## config.mk

```make
export PLATFORM = sky130hd
export DESIGN_NAME = rr_mux
export DESIGN_NICKNAME = d
export VERILOG_FILES = /design/src/rtl/mux_pkg.sv /design/src/rtl/rr_arbiter.sv /design/src/rtl/rr_mux.sv
export SDC_FILE = /design/constraint.sdc
export NUM_CORES = 1
export LEC_CHECK = 0
export CAP_MARGIN = 10
export CORE_ASPECT_RATIO = 1.2
export CORE_MARGIN = 2
export CORE_UTILIZATION = 39
export DETAILED_ROUTE_END_ITERATION = 16
export GPL_ROUTABILITY_DRIVEN = 0
export MAX_ROUTING_LAYER = met4
export PLACE_DENSITY = 0.86
export SETUP_SLACK_MARGIN = 0.02
export SLEW_MARGIN = 20
export SYNTH_ARGS = -nofsm -noshare
export SYNTH_HDL_FRONTEND = slang
export SYNTH_SLANG_ARGS = --single-unit
```

## constraint.sdc

```tcl
create_clock -name clk -period 5 [get_ports clk]
set_input_delay 0.5 -clock clk [delete_from_list [all_inputs] [get_ports clk]]
set_output_delay 0.5 -clock clk [all_outputs]
set_load 0.01 [all_outputs]
```

## src/rtl/mux_pkg.sv

```systemverilog
// mux_pkg: shared constants and helpers for the round-robin mux slice.
// Provides the clog2 helper and the arbitration mode encodings.
package mux_pkg;

    localparam logic MODE_RR    = 1'b0;
    localparam logic MODE_FIXED = 1'b1;

    // Ceiling log2; returns 0 for n <= 1.
    function automatic int clog2(input int n);
        int r;
        r = 0;
        while ((1 << r) < n) r++;
        return r;
    endfunction

endpackage

```

## src/rtl/rr_arbiter.sv

```systemverilog
// rr_arbiter: combinational N-way arbiter, round-robin or fixed priority.
// Ports: mode, req[N], ptr[SW] in; one-hot grant[N], grant_idx[SW], grant_any out.
module rr_arbiter
    import mux_pkg::*;
#(
    parameter int N  = 4,
    parameter int SW = (clog2(N) > 1) ? clog2(N) : 1
) (
    input  logic          mode,
    input  logic [N-1:0]  req,
    input  logic [SW-1:0] ptr,
    output logic [N-1:0]  grant,
    output logic [SW-1:0] grant_idx,
    output logic          grant_any
);

    always_comb begin
        int idx;
        grant     = '0;
        grant_idx = '0;
        grant_any = 1'b0;
        idx       = 0;
        if (mode == MODE_FIXED) begin
            for (int i = 0; i < N; i++) begin
                if (req[i] && !grant_any) begin
                    grant_any = 1'b1;
                    grant_idx = SW'(i);
                end
            end
        end else begin
            // Scan ptr+1 .. ptr+N so the last winner has lowest priority.
            for (int k = 1; k <= N; k++) begin
                idx = (int'(ptr) + k) % N;
                if (req[idx] && !grant_any) begin
                    grant_any = 1'b1;
                    grant_idx = SW'(idx);
                end
            end
        end
        if (grant_any) grant[grant_idx] = 1'b1;
    end

endmodule

```

## src/rtl/rr_mux.sv

```systemverilog
// rr_mux: N-channel arbitrated mux with a registered valid/ready output.
// Ports: clk, rst_n, mode, in_valid/in_data/in_ready, out_valid/out_data/out_sel/out_ready.
module rr_mux
    import mux_pkg::*;
#(
    parameter int WL = 32,
    parameter int N  = 4,
    parameter int SW = (clog2(N) > 1) ? clog2(N) : 1
) (
    input  logic            clk,
    input  logic            rst_n,
    input  logic            mode,
    input  logic [N-1:0]    in_valid,
    input  logic [N*WL-1:0] in_data,
    output logic [N-1:0]    in_ready,
    output logic            out_valid,
    output logic [WL-1:0]   out_data,
    output logic [SW-1:0]   out_sel,
    input  logic            out_ready
);

    logic          out_valid_q, out_valid_d;
    logic [WL-1:0] out_data_q, out_data_d;
    logic [SW-1:0] out_sel_q, out_sel_d;
    logic [SW-1:0] ptr_q, ptr_d;

    logic [N-1:0]  grant;
    logic [SW-1:0] grant_idx;
    logic          grant_any;
    logic          load;

    rr_arbiter #(.N(N), .SW(SW)) u_arb (
        .mode      (mode),
        .req       (in_valid),
        .ptr       (ptr_q),
        .grant     (grant),
        .grant_idx (grant_idx),
        .grant_any (grant_any)
    );

    // Output slot is free when empty or being drained this edge.
    assign load = !out_valid_q || out_ready;

    // rst_n gates in_ready so no handshake is advertised during reset.
    assign in_ready = (load && rst_n) ? grant : '0;

    always_comb begin
        out_valid_d = out_valid_q;
        out_data_d  = out_data_q;
        out_sel_d   = out_sel_q;
        ptr_d       = ptr_q;
        if (load) begin
            if (grant_any) begin
                out_valid_d = 1'b1;
                out_data_d  = in_data[int'(grant_idx)*WL +: WL];
                out_sel_d   = grant_idx;
                ptr_d       = grant_idx;
            end else begin
                out_valid_d = 1'b0;
            end
        end
    end

    always_ff @(posedge clk or negedge rst_n) begin
        if (!rst_n) begin
            out_valid_q <= 1'b0;
            out_data_q  <= '0;
            out_sel_q   <= '0;
            ptr_q       <= SW'(N - 1);
        end else begin
            out_valid_q <= out_valid_d;
            out_data_q  <= out_data_d;
            out_sel_q   <= out_sel_d;
            ptr_q       <= ptr_d;
        end
    end

    assign out_valid = out_valid_q;
    assign out_data  = out_data_q;
    assign out_sel   = out_sel_q;

endmodule

```

==> flow_summary.ini <==
[floorplan]
floorplan.die.height_um = 94.2
initial_utilization = 0.407
placeableCoreArea_um2 = 6490
dieArea_um2 = 7450
ios = 175
floorplan.rows = 32
dieWidth_um = 79.1

[worst_setup_path]
endpoint_kind = output port
type_of_the_worst_setup_path = input pin to output port
crit_start = in_valid[1]
timing.critical_path.required_ns = 4.50
critical_path.max_stage_delay_ns = 0.58
crit_buf_inv = 3
crit_slowest_cell = sky130_fd_sc_hd__clkdlybuf4s50_1
worstSetupPathDepth = 8
timing.rr.start = ptr_q[0]
worst_ep_arrival_time_ns = 3.06
timing.critical_path.from_type = input pin
critPathTopFamily = buffers and inverters
cp_cell_sequence = clkdlybuf4s50_1, nor2_1, o22ai_1, a311oi_4, buf_4, nand3_1, nor2_1, clkdlybuf4s50_1
worstRegToRegCells = 8
cp-endpoint = in_ready[3]
path_max_fanout = 16
worst-r2r-setup-slack_ns = 2.04
regToRegEndpoint = out_data[20]

[clock_network]
tritoncts_clock_tree = built
insertion_delay_ns = 0.29
postCtsResizedCells = 0
sink_count = 37
numCtsBuffers = 5
cts_setup_buffers = 0
clockBufferDepth = 2
ctsHtreeMaxLevel = 2
cts.hold.buffers_added = 0
clk_root_buffer_cell = sky130_fd_sc_hd__clkbuf_8
clkTransAtPathRegs_ns = 0.08

[route]
detailedRoute.firstPassIterationCount = 4
postRouteAntennaNets = 0
wire_per_inst_um = 17.2
dr_total_vias = 2712
post_detailed_route_via_to_cell_ratio = 5.37
wirelength_um = 8700
drc = 0
first_iter_violations = 63

[sta]
finalHoldViolCount = 0
rsz0062_at_grt = no
timing_worst_slew_pin_value_ns = 0.984
post-route-worst-setup-slack_ns = 1.44
report.final.slew_viol_count = 0
min_period_ns = 3.56
maxSlewHeadroom = 0.343
finalSetupTns_ns = 0
finalSetupViolCount = 0
final_clock_period_utilization_by_the_worst_path = 0.712
maxClockFrequency_mhz = 281
skew_ns = 0.00363

[power]
static_leakage_nw = 1.73
power.density_cell_area_nw_per_um2 = 271
ir_worst_vdd_uv = 146

[synthesis]
synth_area_leaders = sky130_fd_sc_hd__dfrtp_1 33%, sky130_fd_sc_hd__mux2i_1 17%, sky130_fd_sc_hd__nor2b_1 5.4%
syn-cell-area_um2 = 2640
yosys.cell_count.top_type = sky130_fd_sc_hd__mux2i_1
post-synth-top-area-fraction = 0.331
synth_area_leader_cell = sky130_fd_sc_hd__dfrtp_1
yosysSeqAreaShare = 0.351
syn_avg_cell_area_um2 = 10.4
synth_enable_flop_cells = 0
async_s_r_ff_share_synth = 1.00
synth.ff_latch_count = 37
synth.yosys.warnings = 0
syn_inst = 255
ranking_of_synthesized_cells_by_instance_count = 44 x sky130_fd_sc_hd__mux2i_1, 35 x sky130_fd_sc_hd__dfrtp_1, 26 x sky130_fd_sc_hd__nor2_1
syn_nets = 391
ys_dominant_reg_cell = sky130_fd_sc_hd__dfrtp_1
synth_cell_types = 47

[placement]
post_dp_area_um2 = 4370
port_buffers = 174
detailedPlacementHpwl_um = 6560
dp_worst_setup_slack_ns = 1.37

[cells_and_area]
antenna_cells_inserted = 0
fin_nets = 555
final_core_util = 0.692
final_layout_size_suffix_gt1_frac = 0.0857
area_growth_pct = 69.8
filler_cell_count = 544
cell_area_after_layout_um2 = 4490

[job]
max_cap_viol_count = 0

[global_route]
antenna_found_initial = 0
via_count_of_the_first_global_routing_pass = 2755
grt_pass1_wl_um = 13700
globalRouteTotalUtil = 0.244
overflow_after_grt = 0
grt_max_degree = 43

[hold_path]
hold_class = input pin to async pin

[run_status]
outcome = complete, no violations
kinds of logic (layout without fill, tap and decap cells):
group                  Yosys count  after routing  share of synthesized area
and+or+nand+nor                 79             79                      0.150
muxes                           45             45                      0.171
AOI/OAI and AO/OA               69             69                      0.259
DFF                             37             37                      0.351
buffers and inverters           25            190                     0.0691
how the worst min path moves through the flow:
stage	from	to	slack, ns	cells past startpoint
after global routing	rst_n	out_valid	0.30	2
after detailed placement	out_data[29]	out_data[29]	0.48	2
after CTS	rst_n	out_sel[1]	0.27	2
after floorplan	rst_n	out_data[0]	0.20	0
final	rst_n	out_valid	0.26	2
after global placement	out_sel[1]	out_sel[1]	0.46	1
state kept, by name, summed over array words and instances, names as in the netlist:
name / count
out_data: 32
ptr_q: 2
out_sel: 2
out_valid: 1
placed cells by master, fill, tap and decap left out, drive strengths merged, types with 2 or more instances in the layout:
| cell type | count |
|---|---|
| o21ai | 2 |
| inv | 2 |
| a21boi | 2 |
| a21oi | 3 |
| o221ai | 11 |
| nand2b | 2 |
| nor3 | 2 |
| o41ai | 2 |
| nor2b | 23 |
| dfstp | 2 |
| mux2i | 44 |
| clkdlybuf4s50 | 173 |
| nand3 | 2 |
| a21o | 2 |
| a2111oi | 20 |
| nor2 | 26 |
| a211oi | 21 |
| buf | 7 |
| nand2 | 16 |
| clkbuf | 5 |
| dfrtp | 35 |
power by group:
group / internal, mW / switching, mW / total, mW
clock: 0.149 / 0.114 / 0.263
combinational: 0.310 / 0.237 / 0.547
sequential: 0.367 / 0.0391 / 0.407
total: 0.826 / 0.390 / 1.22
metal layers:
| metal | vias up | GRT usage | routed length (um) |
|---|---|---|---|
| met3 | 6 | 0.0577 | 602 |
| met1 | 1295 | 0.289 | 3550 |
| met4 | 0 | 0.0460 | 70 |
| met2 | 115 | 0.425 | 4470 |
| li1 | 1296 | - | - |
| met5 | - | - | 0 |
through the flow:
step	hold slack (ns)	power [mW]	cells
final	0.263	1.22	505
after global placement	0.461	0.948	497
after global routing	0.300	1.29	505
after floorplan	0.204	0.677	255
after CTS	0.275	1.23	505
after detailed placement	0.476	0.962	497
final cells by class:
| type | instances | area [um2] | share of cell area |
|---|---|---|---|
| inverters | 2 | 7.51 | 0.00167 |
| clock buffers | 5 | 68.8 | 0.0153 |
| clock inverters | 3 | 46.3 | 0.0103 |
| repair buffers | 180 | 1780 | 0.397 |
| flip-flops and latches | 37 | 928 | 0.207 |
| multi-input cells | 193 | 1550 | 0.345 |
| well taps | 85 | 106 | 0.0237 |
Note: power is estimated with default switching activity, not from simulation.
